File: src/rtl/keypad_code_entry_if.sv
// Code hand-off channel from the keypad front-end to the lock FSM.
// The master presents code/code_valid; the slave answers with code_ready.
interface keypad_code_entry_if #(
  parameter int DIGITS = 4
);
  logic [4*DIGITS-1:0] code;
  logic                code_valid;
  logic                code_ready;

  modport master (output code, output code_valid, input  code_ready);
  modport slave  (input  code, input  code_valid, output code_ready);
endinterface

File: src/rtl/keypad_code_entry.sv
// Keypad front-end: collects BCD digits into a fixed-length PIN and presents
// it to the lock FSM over a valid/ready handshake, with an inactivity timeout.
module keypad_code_entry #(
  parameter int DIGITS  = 4,
  parameter int TIMEOUT = 1000,
  parameter int CNT_W   = $clog2(DIGITS+1),
  parameter int TMR_W   = $clog2(TIMEOUT)
) (
  input  logic                 clk,
  input  logic                 reset,
  input  logic                 key_valid,
  input  logic [3:0]           key_code,
  keypad_code_entry_if.master  cif,
  output logic [CNT_W-1:0]     digit_count,
  output logic                 entry_error,
  output logic                 busy
);
  localparam int CW = 4*DIGITS;

  typedef enum logic [1:0] {IDLE = 2'b00, COLLECT = 2'b01, SEND = 2'b10} state_t;

  state_t           state_q, state_d;
  logic [CW-1:0]    shreg_q, shreg_d, code_q, code_d;
  logic [CNT_W-1:0] cnt_q, cnt_d;
  logic [TMR_W-1:0] tmr_q, tmr_d;
  logic             valid_q, valid_d, err_q, err_d, busy_q, busy_d;

  // Reserved codes 0xC-0xF fall out of every decode and are invisible.
  logic is_digit, is_clr, is_ent, any_key, full, expired, xfer;
  assign is_digit = key_valid && (key_code <= 4'd9);
  assign is_clr   = key_valid && (key_code == 4'hA);
  assign is_ent   = key_valid && (key_code == 4'hB);
  assign any_key  = is_digit || is_clr || is_ent;
  assign full     = (cnt_q == CNT_W'(DIGITS));
  assign expired  = (tmr_q == TMR_W'(TIMEOUT-1));
  assign xfer     = valid_q && cif.code_ready;

  always_ff @(posedge clk or negedge reset) begin
    if (!reset) begin
      state_q <= IDLE;
      shreg_q <= '0;
      code_q  <= '0;
      cnt_q   <= '0;
      tmr_q   <= '0;
      valid_q <= 1'b0;
      err_q   <= 1'b0;
      busy_q  <= 1'b0;
    end else begin
      state_q <= state_d;
      shreg_q <= shreg_d;
      code_q  <= code_d;
      cnt_q   <= cnt_d;
      tmr_q   <= tmr_d;
      valid_q <= valid_d;
      err_q   <= err_d;
      busy_q  <= busy_d;
    end
  end

  always_comb begin
    state_d = state_q;
    case (state_q)
      IDLE:    if (is_digit) state_d = COLLECT;
      COLLECT: begin
        if (is_clr)                    state_d = IDLE;
        else if (is_ent)               state_d = full ? SEND : IDLE;
        else if (!any_key && expired)  state_d = IDLE;
      end
      SEND:    if (xfer) state_d = IDLE;
      default: state_d = IDLE;
    endcase
  end

  always_comb begin
    shreg_d = shreg_q;
    code_d  = code_q;
    cnt_d   = cnt_q;
    tmr_d   = '0;
    valid_d = valid_q;
    err_d   = 1'b0;
    busy_d  = busy_q;
    case (state_q)
      IDLE: begin
        code_d  = '0;
        valid_d = 1'b0;
        busy_d  = 1'b0;
        if (is_digit) begin
          shreg_d = {shreg_q[CW-5:0], key_code};
          cnt_d   = CNT_W'(1);
        end else if (is_ent) begin
          err_d = 1'b1;
        end
      end
      COLLECT: begin
        // Any real key restarts the idle window, even one that gets rejected.
        tmr_d = any_key ? '0 : tmr_q + TMR_W'(1);
        if (is_digit) begin
          if (full) err_d = 1'b1;
          else begin
            shreg_d = {shreg_q[CW-5:0], key_code};
            cnt_d   = cnt_q + CNT_W'(1);
          end
        end else if (is_clr) begin
          shreg_d = '0;
          cnt_d   = '0;
        end else if (is_ent) begin
          if (full) begin
            code_d  = shreg_q;
            valid_d = 1'b1;
            busy_d  = 1'b1;
          end else begin
            err_d   = 1'b1;
            shreg_d = '0;
            cnt_d   = '0;
          end
        end else if (expired) begin
          err_d   = 1'b1;
          shreg_d = '0;
          cnt_d   = '0;
          tmr_d   = '0;
        end
      end
      SEND: begin
        if (xfer) begin
          code_d  = '0;
          valid_d = 1'b0;
          busy_d  = 1'b0;
          shreg_d = '0;
          cnt_d   = '0;
        end else begin
          busy_d = 1'b1;
        end
      end
      default: begin
        code_d  = '0;
        valid_d = 1'b0;
        busy_d  = 1'b0;
      end
    endcase
  end

  assign cif.code       = code_q;
  assign cif.code_valid = valid_q;
  assign digit_count    = cnt_q;
  assign entry_error    = err_q;
  assign busy           = busy_q;
endmodule
File: src/flat_wrapper.sv
// flat-port wrapper written by rule: the top's interface ports become plain ports
module keypad_code_entry_flat 
#(
  parameter int DIGITS  = 4,
  parameter int TIMEOUT = 1000,
  parameter int CNT_W   = $clog2(DIGITS+1),
  parameter int TMR_W   = $clog2(TIMEOUT)
)
  (clk, reset, key_valid, key_code, digit_count, entry_error, busy, cif_code, cif_code_valid, cif_code_ready);
  keypad_code_entry_if #(.DIGITS(DIGITS)) cif_i ();
  input  logic clk;
  input  logic reset;
  input  logic key_valid;
  input  logic [3:0] key_code;
  output logic [CNT_W-1:0] digit_count;
  output logic entry_error;
  output logic busy;
  output wire logic [$bits(cif_i.code)-1:0] cif_code;
  output wire logic [$bits(cif_i.code_valid)-1:0] cif_code_valid;
  input wire logic [$bits(cif_i.code_ready)-1:0] cif_code_ready;
  assign cif_code = cif_i.code;
  assign cif_code_valid = cif_i.code_valid;
  assign cif_i.code_ready = cif_code_ready;
  keypad_code_entry #(.DIGITS(DIGITS), .TIMEOUT(TIMEOUT), .CNT_W(CNT_W), .TMR_W(TMR_W)) u_core (.clk(clk), .reset(reset), .key_valid(key_valid), .key_code(key_code), .cif(cif_i), .digit_count(digit_count), .entry_error(entry_error), .busy(busy));
endmodule
File: config.mk
export PLATFORM = sky130hd
export DESIGN_NAME = keypad_code_entry_flat
export DESIGN_NICKNAME = d
export VERILOG_FILES = /design/src/rtl/keypad_code_entry_if.sv /design/src/rtl/keypad_code_entry.sv /design/src/flat_wrapper.sv
export SDC_FILE = /design/constraint.sdc
export NUM_CORES = 1
export LEC_CHECK = 0
export ABC_AREA = 1
export CAP_MARGIN = 10
export CORE_ASPECT_RATIO = 1.1
export CORE_UTILIZATION = 45
export CTS_CLUSTER_DIAMETER = 80
export DETAILED_ROUTE_END_ITERATION = 10
export PLACE_DENSITY = 0.73
export SETUP_SLACK_MARGIN = 0.3
export SLEW_MARGIN = 20
export SYNTH_ARGS = -nofsm -noshare
export SYNTH_HDL_FRONTEND = slang
export SYNTH_SLANG_ARGS = --single-unit
File: constraint.sdc
create_clock -name clk -period 1.6 [get_ports clk]
set_input_delay 0.32 -clock clk [delete_from_list [all_inputs] [get_ports clk]]
set_output_delay 0.32 -clock clk [all_outputs]
set_load 0.005 [all_outputs]
==> impl_metrics.env, run 1 <==
export IMPL_die_y_um=80.7
export IMPL_fin_nets=419
export IMPL_gr_usage_all_layers_pct=26.1
export IMPL_crit_path_end_kind="flip-flop"
export IMPL_start_util_pct=47.0
export IMPL_dieArea_um2=5940
export IMPL_leakagePower_nw=2.05
export IMPL_critPathMaxFanout=6
export IMPL_most_common_layout_cells="nand2_1 (59), dfrtp_1 (49), buf_4 (41)"
export IMPL_crit_type="flip-flop to flip-flop"
export IMPL_peakVddDrop_mv=1.00
export IMPL_cts_buffers=5
export IMPL_grt_max_degree=20
export IMPL_drt_iter0_markers=229
export IMPL_drv_slew=0
export IMPL_power_mw=6.47
export IMPL_setup_tns_ns=-0.352
export IMPL_io_buffers=29
export IMPL_die_w_um=73.6
export IMPL_fmax_mhz=607
export IMPL_fin_ws_ns=-0.0462
export IMPL_drive_gt1_share_pct=44.4
export IMPL_setup_viol=23
export IMPL_grt_pass1_vias=2414
export IMPL_r2r_start="u_core.digit_count[1]$_DFFE_PN0P_"
export IMPL_syn_area_um2=2530
export IMPL_antenna_found_initial=0
export IMPL_final_antenna_net_count=0
export IMPL_ys_types=28
export IMPL_worst_hold_path_type="input port to asynchronous set/reset pin"
export IMPL_insertion_delay_ns=0.31
export IMPL_clockRootBuffer="clkbuf_8"
export IMPL_cp_required_ns=1.79
export IMPL_grt_overflow=0
export IMPL_wl_mm=7.76
export IMPL_placement_rows=28
export IMPL_startpoint_type="flip-flop"
export IMPL_ios=30
export IMPL_yosysWarnings=0
export IMPL_h_tree_depth=2
export IMPL_critPathLaunch="u_core.digit_count[1]$_DFFE_PN0P_"
export IMPL_ys_seq_area_share_pct=49.4
export IMPL_vias_per_cell=5.22
export IMPL_hpwl_mm=3.60
export IMPL_powerDensity_nw_per_um2=1580
export IMPL_clock_sinks=50
export IMPL_reg2reg_slack_ns=-0.05
export IMPL_arrival_ns=1.84
export IMPL_whs_ns=0.503
export IMPL_drc=0
export IMPL_worst_pin_slew_ns=0.485
export IMPL_grt_pass1_wl_mm=11.7
export IMPL_synth_avg_cell_area_um2=8.26
export IMPL_status="finished with violations"
export IMPL_gp_congestion=0.813
export IMPL_max_slew_margin_pct=67.7
export IMPL_yosys_register_bits=50
export IMPL_cts_buffer_depth=2
export IMPL_violations="negative setup slack"
export IMPL_vias=2506
export IMPL_placed_area_um2=3050
export IMPL_areaGrowthSynthToFinish_pct=61.8
export IMPL_floorplan_core_area_um2=5400
export IMPL_cap_viol_max_count=0
export IMPL_wl_per_cell_um=16.2
export IMPL_synth_cells=307
export IMPL_timing_final_crit_share_pct=103
export IMPL_worst_clock_skew_ns=0.0183
export IMPL_diodes=0
export IMPL_drt_first_pass_iters=4
export IMPL_cts_tree="yes"
export IMPL_synth_nets=322
export IMPL_fin_crit_ns=1.65
export IMPL_fillerInstances=362
export IMPL_stdcell_area_um2=4100
export IMPL_clk_pin_slew_ns=0.10
export IMPL_rsz0062_at_grt="yes"
export IMPL_hold_violations=0
export IMPL_final_common_cell="nand2_1"
-- logic make-up (layout without fill, tap and decap cells) --
group           after synthesis  count (layout)  share of synthesized area (%)
simple gates                179             182                           32.0
flops                        50              50                           49.4
buf+inv                      41             136                           8.00
compound gates               25              25                           5.43
fa+ha+maj                     7               7                           3.45
xor+xnor                      5               5                           1.73
-- power by group --
group,internal (mW),total (mW),switching [mW]
registers,1.65,1.95,0.300
logic,1.89,3.79,1.91
clock network,0.309,0.734,0.424
total,3.84,6.47,2.63
-- registers in the layout, indices dropped and copies added, names as in the netlist --
register / count
u_core.shreg_q: 16
u_core.cif.code_valid: 1
u_core.entry_error: 1
u_core.tmr_q: 10
u_core.state_q: 2
u_core.digit_count: 3
u_core.busy: 1
u_core.cif.code: 16
-- worst max-delay path, stage by stage (launching register included) --
cell and delay, ns:
dfrtp_1 0.43, inv_2 0.09, ha_4 0.14, nand2_4 0.06, buf_6 0.12, o21ai_4 0.23
nand2_8 0.14, clkbuf_16 0.20, nand2_2 0.05, o21ai_1 0.05
-- synth_stat cells --
cell / instances / area [um^2]
xor2_1: 4 / 35.0
dfrtp_1: 50 / 1250
nor2_2: 3 / 18.8
inv_2: 3 / 11.3
nand2_2: 4 / 25.0
nor4_2: 1 / 12.5
a21oi_1: 2 / 10.0
nor2_1: 34 / 128
buf_6: 5 / 56.3
inv_1: 27 / 101
clkbuf_1: 1 / 3.75
xnor2_1: 1 / 8.76
nor3_1: 1 / 5.00
nand3_2: 2 / 20.0
o21ai_2: 1 / 8.76
nor2_4: 4 / 45.0
nand4_1: 2 / 12.5
o21ai_1: 17 / 85.1
ha_1: 7 / 87.6
nor3b_1: 1 / 7.51
nand3_1: 27 / 135
o21ai_0: 2 / 10.0
nand3_4: 2 / 35.0
buf_2: 3 / 15.0
buf_4: 2 / 15.0
a31oi_1: 2 / 12.5
nand2_1: 98 / 368
o21bai_2: 1 / 11.3
-- stage by stage --
step / std cells / utilization [%] / setup slack [ns]
floorplan: 307 / - / 0.119
detailed placement: 422 / 56.5 / -0.434
finish: 480 / 76.0 / -0.0462
global route: 480 / 76.0 / -0.0913
CTS: 469 / 68.5 / 0.0755
global placement: 422 / 56.5 / -0.392
-- layer usage --
metal	share of wire [%]	track usage, %
met1	37	30.6
met5	0	0
met2	53	45.4
met3	5.0	4.52
met4	4.2	13.1
-- timing repair --
action | in CTS | in global routing
gates cloned | 5 | 3
endpoints found under the hold margin | 15 | 0
gates resized for setup | 85 | 85
setup endpoints to repair | 72 | 65
hold buffers | 1 | 0
pin swaps | 21 | 16
setup buffers | 33 | 8
-- final timing paths --
path	to	cells past startpoint
setup / recovery	u_core.cif.code[2]$_DFFE_PN0P_	9
min in group clk	u_core.shreg_q[15]$_DFFE_PN0P_	2
setup reg to reg	u_core.cif.code[2]$_DFFE_PN0P_	9
hold / removal	u_core.cif.code_valid$_DFFE_PN0P_	2
max in group asynchronous	u_core.cif.code[3]$_DFFE_PN0P_	3
hold reg to reg	u_core.shreg_q[15]$_DFFE_PN0P_	2
-- final cells by class --
cell class	instances	area (um^2)	area share, %
Multi-Input combinational cell	219	1510	36.9
Sequential cell	50	1250	30.5
Timing Repair Buffer	98	1040	25.3
Clock buffer	6	72.6	1.77
Inverter	30	118	2.87
Clock inverter	2	13.8	0.336
Tap cell	75	93.8	2.29
(Power assumes the default switching activity.)
==> run 2, diff against run 1 <==
--- a/config.mk
+++ b/config.mk
@@ -11,6 +11,7 @@
 export CORE_UTILIZATION = 45
 export CTS_CLUSTER_DIAMETER = 80
 export DETAILED_ROUTE_END_ITERATION = 10
+export GPL_TIMING_DRIVEN = 0
 export PLACE_DENSITY = 0.73
 export SETUP_SLACK_MARGIN = 0.3
 export SLEW_MARGIN = 20
==> impl_metrics.env, run 2 (same netlist as run 1, synthesis figures left out) <==
export IMPL_cpPeakStageDelay_ns=0.43
export IMPL_rr_endpoint="u_core.shreg_q[3]$_DFFE_PN0P_"
export IMPL_vias_per_cell=5.08
export IMPL_floorplan_core_area_um2=5400
export IMPL_status="finished with violations"
export IMPL_cts_tree="yes"
export IMPL_fmax_mhz=609
export IMPL_drc=0
export IMPL_crit_path_end_kind="flip-flop"
export IMPL_final_antenna_net_count=0
export IMPL_ios=30
export IMPL_endpoint="u_core.shreg_q[3]$_DFFE_PN0P_"
export IMPL_grt_pass1_wl_mm=10.4
export IMPL_h_tree_depth=2
export IMPL_cts_buffer_depth=2
export IMPL_gp_congestion=0.856
export IMPL_whs_ns=0.00853
export IMPL_final_util_pct=72.6
export IMPL_fin_ws_ns=-0.0428
export IMPL_io_buffers=29
export IMPL_clockRootBuffer="clkbuf_8"
export IMPL_setup_viol=13
export IMPL_pwr_share_clk_pct=12.9
export IMPL_rr_worst_depth=10
export IMPL_die_w_um=73.6
export IMPL_reg2reg_slack_ns=-0.04
export IMPL_start_util_pct=47.0
export IMPL_max_slew_margin_pct=56.8
export IMPL_drive_gt1_share_pct=42.9
export IMPL_grt_max_degree=51
export IMPL_hpwl_mm=3.53
export IMPL_dieArea_um2=5940
export IMPL_drt_iter0_markers=157
export IMPL_placed_area_um2=2950
export IMPL_worst_clock_skew_ns=0.00679
export IMPL_placement_rows=28
export IMPL_stdcell_area_um2=3920
export IMPL_hold_violations=0
export IMPL_insertion_delay_ns=0.32
export IMPL_most_common_layout_cells="nand2_1 (62), dfrtp_1 (48), buf_4 (45)"
export IMPL_cp_cell_sequence="buf_6 -> ha_4 -> nand2_4 -> buf_6 -> nand2_4 -> nor2_4 -> nand3_4 -> buf_12 -> nand2_1 -> nand2_1"
export IMPL_grt_overflow=0
export IMPL_rsz0062_at_grt="yes"
export IMPL_areaGrowthSynthToFinish_pct=54.4
export IMPL_peakVddDrop_mv=1.16
export IMPL_diodes=0
export IMPL_critPathMaxFanout=7
export IMPL_p_int_mw=3.73
export IMPL_setup_tns_ns=-0.118
export IMPL_antenna_found_initial=0
export IMPL_cts_buffers=5
export IMPL_vias=2452
export IMPL_swShare_pct=40.3
export IMPL_cap_viol_max_count=0
export IMPL_pre_cts_ws_ns=-0.480
export IMPL_violations="negative setup slack"
export IMPL_grt_pass1_vias=2291
export IMPL_startpoint_type="flip-flop"
export IMPL_r2r_start="u_core.state_q[1]$_DFFE_PN0P_"
export IMPL_worst_pin_slew_ns=0.648
export IMPL_die_y_um=80.7
export IMPL_worst_hold_path_type="input port to asynchronous set/reset pin"
export IMPL_clk_pin_slew_ns=0.10
export IMPL_powerDensity_nw_per_um2=1590
export IMPL_drv_slew=0
export IMPL_critPathLaunch="u_core.state_q[1]$_DFFE_PN0P_"
export IMPL_final_common_cell="nand2_1"
export IMPL_p_switching_mw=2.51
export IMPL_hold_buffers=0
export IMPL_arrival_ns=1.86
export IMPL_wl_per_cell_um=14.9
export IMPL_clock_sinks=50
export IMPL_timing_final_crit_share_pct=103
export IMPL_leakagePower_nw=1.95
export IMPL_p_comb_share_pct=55.8
export IMPL_gr_usage_all_layers_pct=23.7
export IMPL_drt_first_pass_iters=4
export IMPL_crit_type="flip-flop to flip-flop"
export IMPL_fin_nets=422
export IMPL_fillerInstances=399
export IMPL_cp_required_ns=1.82
export IMPL_cp_slowest_cell="dfrtp_1"
export IMPL_fin_crit_ns=1.64
export IMPL_pwr_share_seq_pct=31.3
export IMPL_wl_mm=7.18
## run 2: cell types whose count changed in the layout (fill, tap and decap cells not counted), sizes merged
cell,change
buf,+8
clkbuf,-2
clkdlybuf4s15,+5
dlygate4sd2,-5
dlygate4sd3,-1
inv,+1
nand3,-3
## run 2: timing repair
action | in CTS | in global routing
setup buffers | 38 | 20
gates cloned | 4 | 2
gates resized for setup | 89 | 76
pin swaps | 12 | 10
endpoints found under the hold margin | 0 | 0
setup endpoints to repair | 72 | 69
## run 2: through the flow
step	total power, mW	std cells
after global placement	3.91	411
after detailed placement	3.95	411
after floorplan	3.20	307
final	6.24	483
after global routing	6.61	483
after CTS	5.49	461
## run 2: worst max-delay path: cells and delay by family, from the launching register on
family,cells,cell delay [ns]
fa+ha+maj,1,0.16
simple gates,6,0.52
buf+inv,3,0.41
flops,1,0.43
## run 2: area by class of cell
class                      instances  area (um^2)  share of cell area (%)
clock inverter                     3         28.8                   0.735
clock buffer                       5         68.8                    1.76
timing repair buffer              93          852                    21.8
sequential                        50         1250                    32.0
multi-input combinational        216         1380                    35.2
tap                               75         93.8                    2.40
buffer                            11          119                    3.04
inverter                          30          120                    3.07
## run 2: worst min path at each step
stage / start / endpoint
2_1_floorplan: reset / u_core.busy$_DFFE_PN0N_
3_3_place_gp: u_core.tmr_q[0]$_DFF_PN0_ / u_core.tmr_q[0]$_DFF_PN0_
3_5_place_dp: reset / u_core.state_q[0]$_DFFE_PN0P_
4_1_cts: reset / u_core.cif.code[11]$_DFFE_PN0P_
5_1_grt: reset / u_core.tmr_q[0]$_DFF_PN0_
6_report: reset / u_core.state_q[1]$_DFFE_PN0P_
## run 2: per-layer routing
layer  global-route usage (%)  up-vias  routed length, um
met3                     2.63       17                240
li1                         -     1166                  -
met2                     41.7       71               3790
met4                     11.9        0                187
met1                     28.4     1198               2960
met5                        0        -                  0
## run 2: power by group through the flow
stage / sequential [mW] / combinational [mW] / clock [mW]
global placement: 1.92 / 1.99 / 0
CTS: 1.90 / 2.77 / 0.821
detailed placement: 1.93 / 2.02 / 0
finish: 1.95 / 3.48 / 0.808
floorplan: 1.89 / 1.31 / 0
global route: 2.00 / 3.75 / 0.868
==> run 3, diff against run 2 <==
--- a/config.mk
+++ b/config.mk
@@ -7,14 +7,14 @@
 export LEC_CHECK = 0
 export ABC_AREA = 1
 export CAP_MARGIN = 10
-export CORE_ASPECT_RATIO = 1.1
+export CORE_MARGIN = 3
 export CORE_UTILIZATION = 45
 export CTS_CLUSTER_DIAMETER = 80
 export DETAILED_ROUTE_END_ITERATION = 10
 export GPL_TIMING_DRIVEN = 0
 export PLACE_DENSITY = 0.73
 export SETUP_SLACK_MARGIN = 0.3
-export SLEW_MARGIN = 20
+export SLEW_MARGIN = 5
 export SYNTH_ARGS = -nofsm -noshare
 export SYNTH_HDL_FRONTEND = slang
 export SYNTH_SLANG_ARGS = --single-unit
==> impl_metrics.env, run 3 (same netlist as run 1, synthesis figures left out) <==
export IMPL_cp_required_ns=1.81
export IMPL_setup_tns_ns=0
export IMPL_wl_per_cell_um=15.0
export IMPL_r2r_start="u_core.digit_count[1]$_DFFE_PN0P_"
export IMPL_worst_pin_slew_ns=0.647
export IMPL_most_common_layout_cells="nand2_1 (56), dfrtp_1 (49), buf_4 (32)"
export IMPL_crit_path_end_kind="flip-flop"
export IMPL_grt_max_degree=28
export IMPL_use_met1_pct=27.7
export IMPL_diodes=0
export IMPL_regArea_um2=1250
export IMPL_clock_sinks=50
export IMPL_worst_clock_skew_ns=0.00955
export IMPL_gp_congestion=0.866
export IMPL_ios=30
export IMPL_placed_area_um2=2960
export IMPL_drt_iter0_markers=131
export IMPL_die_w_um=81.1
export IMPL_antenna_found_initial=0
export IMPL_floorplan_core_area_um2=5270
export IMPL_crit_top_cell="nand2_4"
export IMPL_fmax_mhz=636
export IMPL_setup_viol=0
export IMPL_timing_final_crit_share_pct=98.2
export IMPL_startpoint_type="flip-flop"
export IMPL_h_tree_depth=2
export IMPL_cts_buffers=5
export IMPL_die_y_um=81.1
export IMPL_critPathMaxFanout=8
export IMPL_grt_pass1_vias=2208
export IMPL_vias=2339
export IMPL_use_met3_pct=2.88
export IMPL_leakagePower_nw=1.98
export IMPL_rr_worst_depth=9
export IMPL_cp_buffers_inverters=3
export IMPL_arrival_ns=1.78
export IMPL_cpPeakStageDelay_ns=0.41
export IMPL_wl_mm=7.00
export IMPL_drt_first_pass_iters=4
export IMPL_status="finished, final reports clean"
export IMPL_powerDensity_nw_per_um2=1610
export IMPL_clk_pin_slew_ns=0.10
export IMPL_final_util_pct=75.5
export IMPL_crit_family="buffers and inverters"
export IMPL_insertion_delay_ns=0.31
export IMPL_dieArea_um2=6570
export IMPL_final_antenna_net_count=0
export IMPL_hold_violations=0
export IMPL_io_buffers=29
export IMPL_drc=0
export IMPL_peakVddDrop_mv=1.10
export IMPL_reg2reg_slack_ns=0.03
export IMPL_multi_input_area_um2=1510
export IMPL_grt_pass1_wl_mm=10.7
export IMPL_cts_buffer_depth=2
export IMPL_fin_nets=409
export IMPL_crit_type="flip-flop to flip-flop"
export IMPL_cp_cell_sequence="inv_2 -> ha_4 -> nand2_4 -> buf_6 -> o21ai_4 -> nand2_4 -> clkbuf_16 -> nand2_2 -> o21ai_1"
export IMPL_whs_ns=0.0233
export IMPL_vias_per_cell=5.03
export IMPL_drive_gt1_share_pct=45.3
export IMPL_rsz0062_at_grt="yes"
export IMPL_drv_slew=0
export IMPL_cap_viol_max_count=0
export IMPL_grt_overflow=0
export IMPL_placement_rows=26
export IMPL_final_common_cell="nand2_1"
export IMPL_gr_usage_all_layers_pct=21.4
export IMPL_grt_use_met2_pct=37.1
export IMPL_stdcell_area_um2=3980
export IMPL_clockRootBuffer="clkbuf_8"
export IMPL_fin_crit_ns=1.57
export IMPL_areaGrowthSynthToFinish_pct=57.1
export IMPL_start_util_pct=48.1
export IMPL_fillerInstances=344
export IMPL_worst_hold_path_type="input port to asynchronous set/reset pin"
export IMPL_hpwl_mm=3.84
export IMPL_cts_tree="yes"
export IMPL_rr_endpoint="u_core.cif.code[6]$_DFFE_PN0P_"
export IMPL_busiest_layer="met2"
export IMPL_cp_slowest_cell="dfrtp_1"
export IMPL_max_slew_margin_pct=56.9
run 3: cell types whose count changed in the layout (fill, tap and decap cells not counted), moves of 3 or more:
cell             change
buf_4               -13
clkdlybuf4s15_1      -3
nand2_1              -6
nand2_4              +7
nor2_1               -7
nor2_4               +5
o21ai_1              -6
o21ai_2              +6
run 3: timing repair:
item | CTS | global route
setup endpoints to repair | 72 | 69
pin swaps | 14 | 17
hold buffers | 0 | 0
resized for setup | 100 | 91
setup buffers | 27 | 16
gates cloned | 4 | 3
run 3: cell type report:
class,instances,share of cell area [%]
flip-flops and latches,50,31.5
clock inverters,2,0.974
repair buffers,80,19.2
well taps,70,2.20
inverters,30,3.02
clock buffers,6,2.07
plain buffers,11,3.08
multi-input cells,216,38.0
run 3: power breakdown:
| group | internal [mW] | total (mW) | switching (mW) |
|---|---|---|---|
| combinational | 1.69 | 3.45 | 1.76 |
| sequential | 1.65 | 2.00 | 0.352 |
| clock | 0.515 | 0.964 | 0.449 |
run 3: how the worst max path moves through the flow:
stage	startpoint	to	slack [ns]	depth (start not counted)
final	u_core.digit_count[1]$_DFFE_PN0P_	u_core.cif.code[6]$_DFFE_PN0P_	0.03	9
after global routing	u_core.digit_count[0]$_DFFE_PN0P_	u_core.cif.code[6]$_DFFE_PN0P_	-0.05	9
after CTS	u_core.state_q[1]$_DFFE_PN0P_	u_core.digit_count[0]$_DFFE_PN0P_	0.09	11
after detailed placement	key_code[3]	u_core.cif.code[10]$_DFFE_PN0P_	-0.46	9
after global placement	reset	u_core.cif.code[10]$_DFFE_PN0P_	-1.29	1
after floorplan	u_core.digit_count[0]$_DFFE_PN0P_	u_core.digit_count[2]$_DFFE_PN0P_	0.12	11
run 3: metal layers:
layer | vias up | part of all wire, %
li1 | 1142 | -
met1 | 1132 | 41
met2 | 49 | 53
met3 | 16 | 3.9
met4 | 0 | 2.5
met5 | - | 0
run 3: per-stage QoR:
step,total power [mW],cells,setup slack (ns)
floorplan,3.20,307,0.119
detailed placement,3.99,407,-0.456
global route,6.84,465,-0.0528
CTS,5.53,446,0.0941
finish,6.41,465,0.0288
global placement,3.93,406,-1.29
